[src/rtl/pipe_ctrl.sv]
// Pipeline control for the five-stage core: merges ID/EX stall requests,
// sequences multi-cycle EX operations and applies MEM exception flushes.
`ifndef RegBus
`define RegBus 31:0
`endif
`ifndef ZeroWord
`define ZeroWord 32'h00000000
`endif

module pipe_ctrl #(
    parameter int CNT_W = 6
) (
    input  logic             clk,
    input  logic             rst,
    input  logic             stallreq_id,
    input  logic             ex_mc_start,
    input  logic [CNT_W-1:0] ex_mc_cycles,
    input  logic             flush_req,
    input  logic [`RegBus]   flush_pc,
    output logic [5:0]       stall,
    output logic             flush,
    output logic [`RegBus]   new_pc,
    output logic             ex_mc_done,
    output logic             ex_mc_busy
);

    localparam logic [5:0] STALL_NONE = 6'b000000;
    localparam logic [5:0] STALL_ID   = 6'b000111;
    localparam logic [5:0] STALL_EX   = 6'b001111;

    typedef enum logic {
        IDLE,
        MC_RUN
    } state_t;

    state_t           state, state_next;
    logic [CNT_W-1:0] cnt, cnt_next;
    logic [CNT_W-1:0] mc_len;

    // Lengths 0 and 1 behave as 2 so every op has at least one stall cycle.
    assign mc_len = (ex_mc_cycles < CNT_W'(2)) ? CNT_W'(2) : ex_mc_cycles;

    always_comb begin
        state_next = state;
        cnt_next   = cnt;
        stall      = STALL_NONE;
        flush      = 1'b0;
        new_pc     = `ZeroWord;
        ex_mc_done = 1'b0;

        if (rst) begin
            state_next = IDLE;
            cnt_next   = '0;
        end else if (flush_req) begin
            flush      = 1'b1;
            new_pc     = flush_pc;
            state_next = IDLE;
            cnt_next   = '0;
        end else begin
            unique case (state)
                IDLE: begin
                    if (ex_mc_start) begin
                        stall      = STALL_EX;
                        cnt_next   = mc_len - CNT_W'(1);
                        state_next = MC_RUN;
                    end else if (stallreq_id) begin
                        stall = STALL_ID;
                    end
                end
                MC_RUN: begin
                    if (cnt > CNT_W'(1)) begin
                        stall    = STALL_EX;
                        cnt_next = cnt - CNT_W'(1);
                    end else begin
                        // Done cycle: a start request here belongs to the
                        // completing instruction and is deliberately dropped.
                        ex_mc_done = 1'b1;
                        stall      = stallreq_id ? STALL_ID : STALL_NONE;
                        cnt_next   = '0;
                        state_next = IDLE;
                    end
                end
                default: begin
                    state_next = IDLE;
                    cnt_next   = '0;
                end
            endcase
        end
    end

    always_ff @(posedge clk) begin
        if (rst) begin
            state      <= IDLE;
            cnt        <= '0;
            ex_mc_busy <= 1'b0;
        end else begin
            state      <= state_next;
            cnt        <= cnt_next;
            ex_mc_busy <= (state_next == MC_RUN);
        end
    end

endmodule

[config.mk]
export PLATFORM = sky130hd
export DESIGN_NAME = pipe_ctrl
export DESIGN_NICKNAME = d
export VERILOG_FILES = /design/src/rtl/pipe_ctrl.sv
export SDC_FILE = /design/constraint.sdc
export NUM_CORES = 1
export LEC_CHECK = 0
export ABC_AREA = 1
export CAP_MARGIN = 20
export CORE_MARGIN = 2
export CORE_UTILIZATION = 34
export CTS_CLUSTER_DIAMETER = 40
export CTS_CLUSTER_SIZE = 30
export DETAILED_ROUTE_END_ITERATION = 12
export PLACE_DENSITY = 0.94
export SLEW_MARGIN = 20
export SYNTH_ARGS = -nofsm -noshare
export SYNTH_HDL_FRONTEND = slang
export SYNTH_SLANG_ARGS = --single-unit
export TNS_END_PERCENT = 10
[constraint.sdc]
create_clock -name clk -period 3.74 [get_ports clk]
set_input_delay 0.935 -clock clk [delete_from_list [all_inputs] [get_ports clk]]
set_output_delay 0.935 -clock clk [all_outputs]
set_load 0.01 [all_outputs]
==> results <==
[flip-flops by register name, indices dropped and copies added (netlist names)]
name   cells
state      1
cnt        6
[worst min-delay path, stage by stage (launching register included)]
cell,delay [ps]
dfxtp_1,330
o21ai_1,160
nor2_1,50
[area by class of cell]
type	instances	area, µm²
Fill cell	235	952
Tap cell	31	38.8
Inverter	17	68.8
Clock buffer	4	26.3
Multi-Input combinational cell	140	682
Sequential cell	7	140
Timing Repair Buffer	83	826
[cells in the mapped netlist, types with 3 or more instances]
library cell / count
nor2_1: 50
nand2_1: 46
inv_1: 14
buf_2: 7
dfxtp_1: 7
nand3_1: 7
o21ai_1: 7
a21oi_1: 6
buf_4: 4
a21oi_2: 3
ha_1: 3
nor2_4: 3
[per-stage QoR]
step | setup WS, ps | area, µm²
finish | 273 | 1780
global placement | 267 | 1760
floorplan | 1050 | 967
global route | 139 | 1780
detailed placement | 255 | 1760
CTS | 252 | 1780
[kinds of logic after synthesis]
logic type	synth area share [%]
AND/OR/NAND/NOR	51.0
other	0.389
XOR/XNOR	1.82
buffers and inverters	15.1
AO/OA/AOI/OAI	13.2
adder cells (fa/ha/maj)	3.90
flip-flops	14.5
[final timing paths]
path,startpoint,end,slack (ps),depth (start not counted)
max reg2reg,cnt[0],cnt[3],2360,9
min reg2reg,cnt[0],cnt[0],590,2
max,flush_req,new_pc[19],270,5
min,cnt[0],cnt[0],590,2
[power by group through the flow]
stage	clock network, mW	logic [mW]	registers (mW)
2_1_floorplan	0	0.0875	0.0850
3_3_place_gp	0	0.170	0.0859
3_5_place_dp	0	0.173	0.0859
4_1_cts	0.0756	0.174	0.0844
5_1_grt	0.0797	0.189	0.0849
6_report	0.0717	0.173	0.0844
[layout by cell type, fill, tap and decap left out]
cell type	instances
clkdlybuf4s50_1	81
clkbuf_4	3
xor2_1	2
o21ai_1	7
o21bai_1	1
nor2_1	50
inv_2	1
buf_4	2
nor2_4	3
clkbuf_1	1
nand2_1	46
inv_1	14
ha_1	3
nand2_4	1
o21a_1	1
nor3_1	1
conb_1	2
nand4_1	1
dfxtp_1	7
a21oi_4	1
nand3_1	7
nand3_4	1
inv_4	2
nand3_2	1
nor2_2	2
o21ai_0	1
a21oi_2	3
a21oi_1	6
[metal layers]
layer,vias up,share of wire [%],global-route usage (%)
met5,-,0,0
met4,0,2.3,5.65
met3,7,10,8.16
met2,55,49,34.5
met1,568,38,19.6
li1,682,-,-
==> results.sh <==
export IMPL_status="completed"
export IMPL_cp_num_buf_inv=3
export IMPL_synth_top_area_share_pct=19.5
export IMPL_io_pins=84
export IMPL_power_mw=0.329
export IMPL_via_count=1312
export IMPL_grt_pass1_vias=1105
export IMPL_synthFlopType="dfxtp_1"
export IMPL_post_cts_buffers=0
export IMPL_p_sw_share_pct=34.5
export IMPL_routed_wl_mm=3.04
export IMPL_htreeDepth=1
export IMPL_place_hpwl_mm=2.61
export IMPL_maxClockFrequency_mhz=288
export IMPL_grt_start_max_net_pins=34
export IMPL_rsz0062_at_grt="false"
export IMPL_post_cts_resized=0
export IMPL_synthCells=175
export IMPL_holdBufCountCts=0
export IMPL_clockBufferDepth=2
export IMPL_antenna_found_initial=0
export IMPL_maxSlewViolCount=0
export IMPL_rows=19
export IMPL_grt_pass1_wl_mm=4.86
export IMPL_crit_chain="clkdlybuf4s50_1, buf_4, nand2_1, nor2_1, clkdlybuf4s50_1"
export IMPL_crit_family="buffers and inverters"
export IMPL_setup_viol=0
export IMPL_path_clk_slew_ps=50
export IMPL_start_kind="input pin"
export IMPL_ys_ff_latch=7
export IMPL_clock_skew_ps=9.17
export IMPL_cts_tree="yes"
export IMPL_tns_ps=0
export IMPL_numCtsBuffers=3
export IMPL_cp_arrival_ps=2530
export IMPL_yosysSeqAreaShare_pct=14.5
export IMPL_switchingPower_mw=0.113
export IMPL_fin_crit_sh_pct=92.7
export IMPL_hold_slack_ps=588
export IMPL_worst_path_max_delay_cell="clkdlybuf4s50_1"
export IMPL_drt_pass1_iterations=4
export IMPL_portBuffers=81
export IMPL_start_util_pct=35.2
export IMPL_cts_root_buf="clkbuf_4"
export IMPL_fin_util_pct=65.2
export IMPL_synth_warnings=0
export IMPL_place_gp_congestion=0.844
export IMPL_antenna_left=0
export IMPL_clk_latency_ps=270
export IMPL_peakVddDrop_mv=0.160
export IMPL_crit_path_frequent_cell="clkdlybuf4s50_1"
export IMPL_dieArea_um2=3280
export IMPL_sequentialPowerShare_pct=25.7
export IMPL_power_leakage_nw=0.772
export IMPL_drive_gt1_share_pct=7.97
export IMPL_synth_area_leaders="nor2_1, nand2_1, dfxtp_1"
export IMPL_fp_dieH_um=57.2
export IMPL_comb_power_share_pct=52.6
export IMPL_gr_usage_all_layers_pct=18.9
export IMPL_async_reset_ff_share_pct=0
export IMPL_synth_cell_types=27
export IMPL_maxCapViolCount=0
export IMPL_crit_path_end_kind="output pin"
export IMPL_initialDrtViolationCount=95
export IMPL_netlist_area_um2=963
export IMPL_worstPathRequired_ps=2800
export IMPL_p_per_area_nw_per_um2=185
export IMPL_cp_max_fo=33
export IMPL_drc=0
export IMPL_grt_ovfl_total=0
export IMPL_yosys_area_top_type="nor2_1"
export IMPL_hp_class="reg -> reg"
export IMPL_period_minus_slack_ps=3470
export IMPL_pwr_share_clk_pct=21.8
export IMPL_p_int_mw=0.216
export IMPL_die_x_um=57.2
export IMPL_area_growth_pct=84.9
export IMPL_critPathKind="in -> out"
export IMPL_final_cells=282
export IMPL_routed_via_density=4.65
export IMPL_coreArea_um2=2730
export IMPL_synth_edf_count=0
export IMPL_slowest_delay_ps=540
export IMPL_routedWlPerCell_um=10.8
export IMPL_antenna_cells=0
export IMPL_avgSynthCellArea_um2=5.51
export IMPL_hold_viol_final=0
export IMPL_post_place_cells=278
export IMPL_fin_nets=298
export IMPL_cts_sinks=7
Power figures use the tool's default switching activity.
